--- src/rtl/kws_pkg.sv ---
// Shared types and constants for the keyword-spotting decision block.
// Latency: none (declarations only).
// Backpressure: none; the datapath is a free-running per-frame pipeline.
package kws_pkg;

  localparam int NUM_CLASSES = 8;
  localparam int CLS_W       = 3;
  localparam int DATA_W      = 16;

  typedef logic signed [DATA_W-1:0] prob_t;
  typedef logic [CLS_W-1:0]         cls_t;

  typedef enum logic [1:0] {
    IDLE,
    TRACK,
    REFRACT
  } state_e;

  // Q0.15 reference points: 1.0 (saturated) and the default 0.6 threshold
  localparam prob_t Q15_ONE    = 16'sd32767;
  localparam prob_t THRESH_0P6 = 16'sd19661;

  // Signed maximum of two probabilities
  function automatic prob_t prob_max(input prob_t a, input prob_t b);
    return (a > b) ? a : b;
  endfunction

endpackage

--- src/rtl/kws_decision_if.sv ---
// Frame input / detection output bundle between softmax stage and controller.
// Latency: n/a (wiring only).
// Backpressure: none; producer presents a frame on in_valid, consumer must accept.
interface kws_decision_if;
  import kws_pkg::*;

  logic  in_valid;
  prob_t prob_0, prob_1, prob_2, prob_3, prob_4, prob_5, prob_6, prob_7;
  logic  flush;

  logic  frame_valid;
  cls_t  frame_class;
  prob_t frame_conf;
  logic  detect_valid;
  cls_t  detect_class;
  prob_t detect_conf;
  logic  busy;

  // Upstream/controller side
  modport master (
    output in_valid, prob_0, prob_1, prob_2, prob_3, prob_4, prob_5, prob_6, prob_7, flush,
    input  frame_valid, frame_class, frame_conf, detect_valid, detect_class, detect_conf, busy
  );

  // Decision block side
  modport slave (
    input  in_valid, prob_0, prob_1, prob_2, prob_3, prob_4, prob_5, prob_6, prob_7, flush,
    output frame_valid, frame_class, frame_conf, detect_valid, detect_class, detect_conf, busy
  );

endinterface

--- src/rtl/kws_argmax8.sv ---
// Registered 8-way signed argmax, ties resolved to the lowest class index.
// Latency: 1 cycle from in_valid_i to frame_valid_o.
// Backpressure: none; flush_i kills the in-flight result, class/conf hold their last value.
module kws_argmax8
  import kws_pkg::*;
(
  input  logic  clk,
  input  logic  rst,
  input  logic  in_valid_i,
  input  logic  flush_i,
  input  prob_t prob_i [NUM_CLASSES],
  output logic  frame_valid_o,
  output cls_t  frame_class_o,
  output prob_t frame_conf_o
);

  cls_t  best_cls;
  prob_t best_conf;
  logic  frame_valid_q;
  cls_t  frame_class_q;
  prob_t frame_conf_q;

  // Strict greater-than scan keeps the earliest index on ties
  always_comb begin
    best_cls  = '0;
    best_conf = prob_i[0];
    for (int i = 1; i < NUM_CLASSES; i++) begin
      if (prob_i[i] > best_conf) begin
        best_conf = prob_i[i];
        best_cls  = cls_t'(i);
      end
    end
  end

  // Result register; a frame arriving with flush is dropped
  always_ff @(posedge clk) begin
    if (rst) begin
      frame_valid_q <= 1'b0;
      frame_class_q <= '0;
      frame_conf_q  <= '0;
    end else if (flush_i) begin
      frame_valid_q <= 1'b0;
    end else begin
      frame_valid_q <= in_valid_i;
      if (in_valid_i) begin
        frame_class_q <= best_cls;
        frame_conf_q  <= best_conf;
      end
    end
  end

  assign frame_valid_o = frame_valid_q;
  assign frame_class_o = frame_class_q;
  assign frame_conf_o  = frame_conf_q;

endmodule

--- src/rtl/kws_decision.sv ---
// Keyword decision: per-frame argmax, then a run/refractory FSM emitting one detect pulse.
// Latency: 2 cycles from the deciding frame's in_valid to detect_valid.
// Backpressure: none; flush aborts tracking and drops the in-flight frame.
module kws_decision
  import kws_pkg::*;
#(
  parameter prob_t THRESH         = THRESH_0P6,
  parameter int    HOLD_FRAMES    = 3,
  parameter int    REFRACT_FRAMES = 8,
  parameter int    SILENCE_CLASS  = 0
) (
  input  logic clk,
  input  logic rst,
  kws_decision_if.slave bus
);

  localparam logic [3:0] HOLD_CNT    = 4'(HOLD_FRAMES);
  localparam logic [7:0] REFRACT_CNT = 8'(REFRACT_FRAMES);
  localparam cls_t       SIL_CLS     = cls_t'(SILENCE_CLASS);

  prob_t prob_vec [NUM_CLASSES];
  logic  frame_valid;
  cls_t  frame_class;
  prob_t frame_conf;
  logic  qualify;
  logic  trig;

  state_e     state_q, state_d;
  logic [3:0] cnt_q, cnt_d;
  logic [7:0] rcnt_q, rcnt_d;
  cls_t       cand_q, cand_d;
  prob_t      peak_q, peak_d;
  logic       det_vld_q, det_vld_d;
  cls_t       det_cls_q, det_cls_d;
  prob_t      det_conf_q, det_conf_d;

  assign prob_vec[0] = bus.prob_0;
  assign prob_vec[1] = bus.prob_1;
  assign prob_vec[2] = bus.prob_2;
  assign prob_vec[3] = bus.prob_3;
  assign prob_vec[4] = bus.prob_4;
  assign prob_vec[5] = bus.prob_5;
  assign prob_vec[6] = bus.prob_6;
  assign prob_vec[7] = bus.prob_7;

  kws_argmax8 u_argmax (
    .clk           (clk),
    .rst           (rst),
    .in_valid_i    (bus.in_valid),
    .flush_i       (bus.flush),
    .prob_i        (prob_vec),
    .frame_valid_o (frame_valid),
    .frame_class_o (frame_class),
    .frame_conf_o  (frame_conf)
  );

  assign qualify = frame_valid && (frame_conf >= THRESH) && (frame_class != SIL_CLS);

  // Next-state: run tracking, trigger decision and refractory countdown
  always_comb begin
    state_d    = state_q;
    cnt_d      = cnt_q;
    rcnt_d     = rcnt_q;
    cand_d     = cand_q;
    peak_d     = peak_q;
    det_vld_d  = 1'b0;
    det_cls_d  = det_cls_q;
    det_conf_d = det_conf_q;
    trig       = 1'b0;

    if (bus.flush) begin
      state_d = IDLE;
      cnt_d   = '0;
      rcnt_d  = '0;
      peak_d  = '0;
    end else if (frame_valid) begin
      case (state_q)
        IDLE: begin
          if (qualify) begin
            cand_d  = frame_class;
            cnt_d   = 4'd1;
            peak_d  = frame_conf;
            state_d = TRACK;
            trig    = (cnt_d == HOLD_CNT);
          end
        end
        TRACK: begin
          if (qualify && (frame_class == cand_q)) begin
            cnt_d  = cnt_q + 4'd1;
            peak_d = prob_max(peak_q, frame_conf);
            trig   = (cnt_d == HOLD_CNT);
          end else if (qualify) begin
            cand_d = frame_class;
            cnt_d  = 4'd1;
            peak_d = frame_conf;
            trig   = (cnt_d == HOLD_CNT);
          end else begin
            state_d = IDLE;
            cnt_d   = '0;
          end
        end
        REFRACT: begin
          // Frames here are discarded; leaving on the last one lets the next be evaluated
          if (rcnt_q != 8'd0) begin
            rcnt_d = rcnt_q - 8'd1;
          end
          if (rcnt_q <= 8'd1) begin
            state_d = IDLE;
          end
        end
        default: begin
          state_d = IDLE;
        end
      endcase

      if (trig) begin
        det_vld_d  = 1'b1;
        det_cls_d  = cand_d;
        det_conf_d = peak_d;
        cnt_d      = '0;
        peak_d     = '0;
        if (REFRACT_CNT == 8'd0) begin
          state_d = IDLE;
          rcnt_d  = '0;
        end else begin
          state_d = REFRACT;
          rcnt_d  = REFRACT_CNT;
        end
      end
    end
  end

  // State and detection registers
  always_ff @(posedge clk) begin
    if (rst) begin
      state_q    <= IDLE;
      cnt_q      <= '0;
      rcnt_q     <= '0;
      cand_q     <= '0;
      peak_q     <= '0;
      det_vld_q  <= 1'b0;
      det_cls_q  <= '0;
      det_conf_q <= '0;
    end else begin
      state_q    <= state_d;
      cnt_q      <= cnt_d;
      rcnt_q     <= rcnt_d;
      cand_q     <= cand_d;
      peak_q     <= peak_d;
      det_vld_q  <= det_vld_d;
      det_cls_q  <= det_cls_d;
      det_conf_q <= det_conf_d;
    end
  end

  assign bus.frame_valid  = frame_valid;
  assign bus.frame_class  = frame_class;
  assign bus.frame_conf   = frame_conf;
  assign bus.detect_valid = det_vld_q;
  assign bus.detect_class = det_cls_q;
  assign bus.detect_conf  = det_conf_q;
  assign bus.busy         = (state_q != IDLE);

endmodule

--- src/flat_wrapper.sv ---
// flat-port wrapper written by rule: the top's interface ports become plain ports
module kws_decision_flat import kws_pkg::*;
#(
  parameter prob_t THRESH         = THRESH_0P6,
  parameter int    HOLD_FRAMES    = 3,
  parameter int    REFRACT_FRAMES = 8,
  parameter int    SILENCE_CLASS  = 0
)
  (clk, rst, bus_in_valid, bus_prob_0, bus_prob_1, bus_prob_2, bus_prob_3, bus_prob_4, bus_prob_5, bus_prob_6, bus_prob_7, bus_flush, bus_frame_valid, bus_frame_class, bus_frame_conf, bus_detect_valid, bus_detect_class, bus_detect_conf, bus_busy);
  kws_decision_if bus_i ();
  input  logic clk;
  input  logic rst;
  input wire logic [$bits(bus_i.in_valid)-1:0] bus_in_valid;
  input wire logic [$bits(bus_i.prob_0)-1:0] bus_prob_0;
  input wire logic [$bits(bus_i.prob_1)-1:0] bus_prob_1;
  input wire logic [$bits(bus_i.prob_2)-1:0] bus_prob_2;
  input wire logic [$bits(bus_i.prob_3)-1:0] bus_prob_3;
  input wire logic [$bits(bus_i.prob_4)-1:0] bus_prob_4;
  input wire logic [$bits(bus_i.prob_5)-1:0] bus_prob_5;
  input wire logic [$bits(bus_i.prob_6)-1:0] bus_prob_6;
  input wire logic [$bits(bus_i.prob_7)-1:0] bus_prob_7;
  input wire logic [$bits(bus_i.flush)-1:0] bus_flush;
  output wire logic [$bits(bus_i.frame_valid)-1:0] bus_frame_valid;
  output wire logic [$bits(bus_i.frame_class)-1:0] bus_frame_class;
  output wire logic [$bits(bus_i.frame_conf)-1:0] bus_frame_conf;
  output wire logic [$bits(bus_i.detect_valid)-1:0] bus_detect_valid;
  output wire logic [$bits(bus_i.detect_class)-1:0] bus_detect_class;
  output wire logic [$bits(bus_i.detect_conf)-1:0] bus_detect_conf;
  output wire logic [$bits(bus_i.busy)-1:0] bus_busy;
  assign bus_i.in_valid = bus_in_valid;
  assign bus_i.prob_0 = bus_prob_0;
  assign bus_i.prob_1 = bus_prob_1;
  assign bus_i.prob_2 = bus_prob_2;
  assign bus_i.prob_3 = bus_prob_3;
  assign bus_i.prob_4 = bus_prob_4;
  assign bus_i.prob_5 = bus_prob_5;
  assign bus_i.prob_6 = bus_prob_6;
  assign bus_i.prob_7 = bus_prob_7;
  assign bus_i.flush = bus_flush;
  assign bus_frame_valid = bus_i.frame_valid;
  assign bus_frame_class = bus_i.frame_class;
  assign bus_frame_conf = bus_i.frame_conf;
  assign bus_detect_valid = bus_i.detect_valid;
  assign bus_detect_class = bus_i.detect_class;
  assign bus_detect_conf = bus_i.detect_conf;
  assign bus_busy = bus_i.busy;
  kws_decision #(.THRESH(THRESH), .HOLD_FRAMES(HOLD_FRAMES), .REFRACT_FRAMES(REFRACT_FRAMES), .SILENCE_CLASS(SILENCE_CLASS)) u_core (.clk(clk), .rst(rst), .bus(bus_i));
endmodule
--- config.mk ---
export PLATFORM = sky130hd
export DESIGN_NAME = kws_decision_flat
export DESIGN_NICKNAME = d
export VERILOG_FILES = /design/src/rtl/kws_pkg.sv /design/src/rtl/kws_decision_if.sv /design/src/rtl/kws_argmax8.sv /design/src/rtl/kws_decision.sv /design/src/flat_wrapper.sv
export SDC_FILE = /design/constraint.sdc
export NUM_CORES = 1
export LEC_CHECK = 0
export ABC_AREA = 1
export CAP_MARGIN = 10
export CORE_MARGIN = 3
export CORE_UTILIZATION = 53
export DETAILED_ROUTE_END_ITERATION = 12
export MAX_ROUTING_LAYER = met4
export PLACE_DENSITY = 0.82
export SYNTH_ARGS = -nofsm -noshare
export SYNTH_HDL_FRONTEND = slang
export SYNTH_SLANG_ARGS = --single-unit
--- constraint.sdc ---
create_clock -name clk -period 15.4 [get_ports clk]
set_input_delay 3.08 -clock clk [delete_from_list [all_inputs] [get_ports clk]]
set_output_delay 3.08 -clock clk [all_outputs]
set_load 0.01 [all_outputs]
======== Word-level counts from Yosys, hierarchy flattened ========
Cells that the tools add are included.
storage, ports and cells
  input bits .............................. 132
  register bits after elaboration ......... 73
  output and inout bits ................... 41
  logic and storage cells ................. 92
cells by class
  reductions and logical operators ........ 18
  bitwise gates (word level) .............. 2
  muxes and demuxes ....................... 41
  $add $sub $neg .......................... 2
  equality and inequality tests ........... 8
  order comparisons ....................... 10
operators with widths
  operator                                               count
  two-way mux 16 bit                                     11
  greater-than comparator 16 bit                         8
  one-hot mux 16 bit (2 select lines)                    1
  two-way mux 3 bit                                      8
  two-way mux 8 bit                                      3
  >= comparator 16 bit, second input constant            1
  two-way mux 4 bit                                      3
  two-way mux 2 bit                                      5
  AND reduction 3 bit                                    3
  <= comparator 8 x 1 -> 1 bit, second input constant    1
  one-hot mux 4 bit (2 select lines)                     1
  nonzero test 8 bit                                     1
  subtractor 8 x 1 -> 8 bit, second input constant       1
  two-way mux 1 bit                                      7
  inequality test 3 x 1 -> 1 bit, second input constant  2
  inequality test 3 bit, second input constant           2
  one-hot mux 2 bit (3 select lines)                     1
  one-hot mux 3 bit (2 select lines)                     1
  nonzero test 2 bit                                     3
  nonzero test 3 bit                                     2
  AND reduction 5 bit                                    1
  adder 4 x 1 -> 4 bit, second input constant            1
  equality test 4 x 2 -> 1 bit, second input constant    1
  AND reduction 2 bit                                    2
  8 further kinds                                        11

======== Depth between registers and ports, before layout ========
  depth in word-level cells ............... 14
  depth in mapped cells ................... 104

======== Hierarchy ========
A second synthesis with hierarchy kept.
unflattened totals
  cell total of the unflattened synthesis .. 1463
  area, all modules ....................... 8802.2 um^2
modules (own cells, without submodules)
  module        instances  cells each  area each (um^2)  seq. area each (um^2)
  kws_argmax8   1          833         4993.5            400.4
  kws_decision  1          630         3808.7            1061.0

======== Worst setup path before layout ========
No wires, ideal clock.
  path type ............................... input -> register
  start point ............................. in bus_prob_0[15]
  end point ............................... reg u_core.u_argmax.frame_conf_q[10] (netlist: u_core.u_argmax.frame_conf_o[10])
  required time ........................... 15.272 ns
  cell stages on the path ................. 80
  path buffers ............................ 9
  path slack .............................. 1.137 ns
  setup time .............................. 0.128 ns
  arrival time ............................ 14.135 ns
  cell sequence ........................... inv_1 ha_1 nand2_2 nor3_2 nand2_1 nand2_1 nand2_2 nand3_2 clkbuf_1 clkbuf_1 o21ai_0 ha_1 nand4_1 nor2_1 nand2_1 nor2_1 nand2_1 nand3_1 (+44 left out) a2111oi_0 nand3_2 nand3_4 buf_8 nand2_2 and2_1 ha_1 nand2_1 o21a_1 o221ai_1 a21oi_1 o21ai_0 nand2_1 clkbuf_1 o21ai_0 inv_1 nand2_1 a21oi_1
on the way
  word-level cells in the longest chain between the ends .. 14
RTL lines
  what                            RTL line            source
  from (decl)                     flat_wrapper.sv:14  input wire logic [$bits(bus_i.prob_0)-1:0] bus_prob_0;
  greater-than comparator 16 bit  kws_argmax8.sv:28   if (prob_i[i] > best_conf) begin
  two-way mux 16 bit (*)          kws_argmax8.sv:28
  greater-than comparator 16 bit  kws_argmax8.sv:28
  two-way mux 16 bit (*)          kws_argmax8.sv:28
  greater-than comparator 16 bit  kws_argmax8.sv:28
  two-way mux 16 bit (*)          kws_argmax8.sv:28
  greater-than comparator 16 bit  kws_argmax8.sv:28
  two-way mux 16 bit (*)          kws_argmax8.sv:28
  greater-than comparator 16 bit  kws_argmax8.sv:28
  two-way mux 16 bit (*)          kws_argmax8.sv:28
  greater-than comparator 16 bit  kws_argmax8.sv:28
  two-way mux 16 bit (*)          kws_argmax8.sv:28
  greater-than comparator 16 bit  kws_argmax8.sv:28
  two-way mux 16 bit (*)          kws_argmax8.sv:28
  to (signal assigned)            kws_argmax8.sv:47   frame_conf_q <= best_conf;
  to (decl)                       kws_argmax8.sv:21   prob_t frame_conf_q;
Every way passes the cells marked *; elsewhere a longest branch is shown, timed or not.
A chain may end at the register's enable or synchronous reset.

======== Worst setup path in the final report ========
  start point ............................. in bus_prob_0[2]
  end point ............................... reg u_core.u_argmax.frame_conf_q[1] (netlist: u_core.u_argmax.frame_conf_o[1])
Same word-level chain as after synthesis.

==> results.ini <==
[run_status]
status = finished, final reports clean

[power]
p_int_mw = 1.10
ir_worst_vdd_mv = 0.137
power.density_nw_per_um2 = 209
seqPwrFrac_pct = 9.5
p_leak_nw = 5.03
power_frac_comb_pct = 80.4
p_clk_share_pct = 10.1
swShare_pct = 51.4
p_sw_mw = 1.17

[floorplan]
die-height_um = 131
num_rows = 44
fp.dieW_um = 131
initial_utilization_pct = 55.5
dieArea_um2 = 17100
io_pins = 173
core_um2 = 14900

[critical_path]
cp_common_cell = nand2_1
path_max_fanout = 32
cp.required_ps = 15570
critPathLaunchType = input pin
crit_path_end_kind = flip-flop
cpLargestDelayFamily = simple AND/OR/NAND/NOR gates
worstSetupPathType = input pin to flip-flop
crit_arrival_ps = 14690
critPathMaxStageDelay_ps = 490
crit_slowest_cell = clkdlybuf4s50_1
cp_num_buf_inv = 14

[logic_synthesis]
synth_top_area_cell = ha_1
yosys-top-cells-count = nand2_1, inv_1, o21ai_0
yosysTopAreaCellShare_pct = 18.5
synth_async_sr_flop_share_pct = 0
synth_edf_count = 0
synth_cells = 1305
ys_warn_count = 0
synth_most_common_cell = nand2_1
synthTopCellsByArea = ha_1, dfxtp_1, nand2_1, o21ai_0, inv_1
synth_seq_cells = 73
synth_cell_types = 51
syn_area_um2 = 8240
ys_seq_area_share_pct = 17.7
synth-main-ff-cell = dfxtp_1
syn_area_per_cell_um2 = 6.32
synth_fp_nets = 1559

[clocking]
clockRootBuffer = clkbuf_16
cts_sinks = 73
numCtsBuffers = 9
cts_tree = yes
h-tree-depth = 3
clk_latency_ps = 330
clk_pin_slew_worst_paths_ps = 60
clockBufferDepth = 2

[job]
maxCapViolCount = 0

[grt]
antenna_found_initial = 3
grt_overflow = 0
grt_usage_pct = 29.7
grt_max_degree = 33
grt_pass1_vias = 8743
grt_pass1_wl_um = 40600

[sta]
fin_crit_ps = 14510
worst_slew_pin_slew_ps = 1110
holdWs_ps = 478
finalCritPeriodShare_pct = 94.2
setup_viol = 0
drv_slew = 0
slew_headroom_pct = 25.6
fin_tns_setup_ps = 0
skew_ps = 4.87
fmax_mhz = 68.9
finalHoldViolations = 0

[route]
vias = 9420
viasPerCell = 5.62
wire_per_inst_um = 15.2
drc_errors = 0
drt_first_pass_iters = 6
antenna_left = 0
routed_wl_um = 25500
first_iter_violations = 796

[place]
gp_congestion = 1.00
hpwl_um = 20400
place_inst = 1640
io_buffers = 172

[cells_and_area]
fill_cells = 1239
drive_gt1_share_pct = 8.33
post-route-util_pct = 72.9
syn2layout_area_growth_pct = 31.5
finalNetCount = 1737
fin_cells = 1675

[hold_path]
hp-class = flip-flop to flip-flop

## through the flow
step,cell area [um2],setup WS (ps),power [mW]
after global placement,10200,-30.5,1.83
after CTS,10600,126,2.08
after floorplan,8240,1140,1.40
after detailed placement,10200,-177,1.85
final,10800,888,2.27
after global routing,10800,-118,2.51
## state kept, by name, summed over array words and instances (netlist names)
| name | flops |
|---|---|
| u_core.state_q | 2 |
| u_core.bus.detect_class | 3 |
| u_core.cnt_q | 4 |
| u_core.u_argmax.frame_valid_o | 1 |
| u_core.u_argmax.frame_class_o | 3 |
| u_core.rcnt_q | 8 |
| u_core.bus.detect_valid | 1 |
| u_core.cand_q | 3 |
| u_core.bus.detect_conf | 16 |
| u_core.u_argmax.frame_conf_o | 16 |
| u_core.peak_q | 16 |
## cell families (layout without fill, tap and decap cells)
kind of cell | after synthesis | in the layout | synth area share (%)
XOR/XNOR | 7 | 7 | 0.744
multiplexers | 3 | 3 | 0.395
flip-flops | 73 | 73 | 17.7
buffers and inverters | 239 | 421 | 11.2
AO/OA/AOI/OAI | 287 | 287 | 20.2
adder cells (fa/ha/maj) | 122 | 122 | 18.5
other | 0 | 3 | 0
AND/OR/NAND/NOR | 574 | 575 | 31.2
## power by group through the flow
stage	Clock (mW)	Combinational [mW]	Sequential, mW
detailed placement	0	1.63	0.220
global route	0.237	2.06	0.217
CTS	0.229	1.64	0.216
global placement	0	1.61	0.220
finish	0.229	1.82	0.216
floorplan	0	1.18	0.219
## worst paths after layout
check / start / end / slack (ps) / cells after the start
hold / removal: u_core.rcnt_q[1] / u_core.rcnt_q[1] / 480 / 2
setup / recovery: bus_prob_0[2] / u_core.u_argmax.frame_conf_o[1] / 890 / 84
hold reg to reg: u_core.rcnt_q[1] / u_core.rcnt_q[1] / 480 / 2
setup reg to reg: u_core.u_argmax.frame_conf_o[2] / u_core.rcnt_q[4] / 10290 / 19
## routing by layer
metal / up-vias / track usage, % / part of all wire [%] / wire, um
met1: 4173 / 38.1 / 45 / 11500
li1: 4781 / - / - / -
met4: 0 / 7.32 / 2.4 / 613
met2: 400 / 48.1 / 45 / 11500
met3: 66 / 6.30 / 7.6 / 1930
met5: - / - / 0 / 0
## worst register-to-register path, stage by stage, from the launching register on
cell	delay (ps)
dfxtp_1	460
o211ai_1	140
a311oi_1	330
o311ai_0	170
nand3_1	100
nand2_1	520
nor2_1	1080
inv_1	520
nor4_1	300
inv_1	130
nor2_1	160
inv_1	160
a21oi_1	160
inv_1	100
nor2_1	90
inv_1	60
nor2_1	120
inv_1	60
or2_2	270
a21oi_1	120
## cell type report
class                      count  area (um2)  share of cell area, %
antenna                        3        7.51                 0.0692
clock buffer                  11         253                   2.33
sequential                    73        1460                   13.5
tap                          184         230                   2.12
multi-input combinational    994        5990                   55.3
clock inverter                 5        77.6                  0.716
timing repair buffer         212        2090                   19.3
inverter                     193         724                   6.68
## repair_timing
| action | 4_1_cts | 5_1_grt |
|---|---|---|
| gates resized for setup | 0 | 70 |
| endpoints found under the setup margin | 0 | 19 |
| setup buffers | 0 | 14 |
| hold buffers | 0 | 0 |
| hold endpoints to repair | 0 | 0 |
## layout by cell type, fill, tap and decap left out, types with 11 or more instances in the layout
cell type        count
o211ai_1            20
a21oi_1             76
buf_4               32
o21ai_1             30
and2_1              15
nand2_2             21
nor2_1              71
dfxtp_1             73
o21ai_2             11
clkdlybuf4s50_1    172
inv_1              185
ha_1               122
o21ai_0            101
nor3_1              22
nand4_1             42
nand2_1            314
nand3_1             57
No activity file was read; power rests on OpenSTA's default activity.
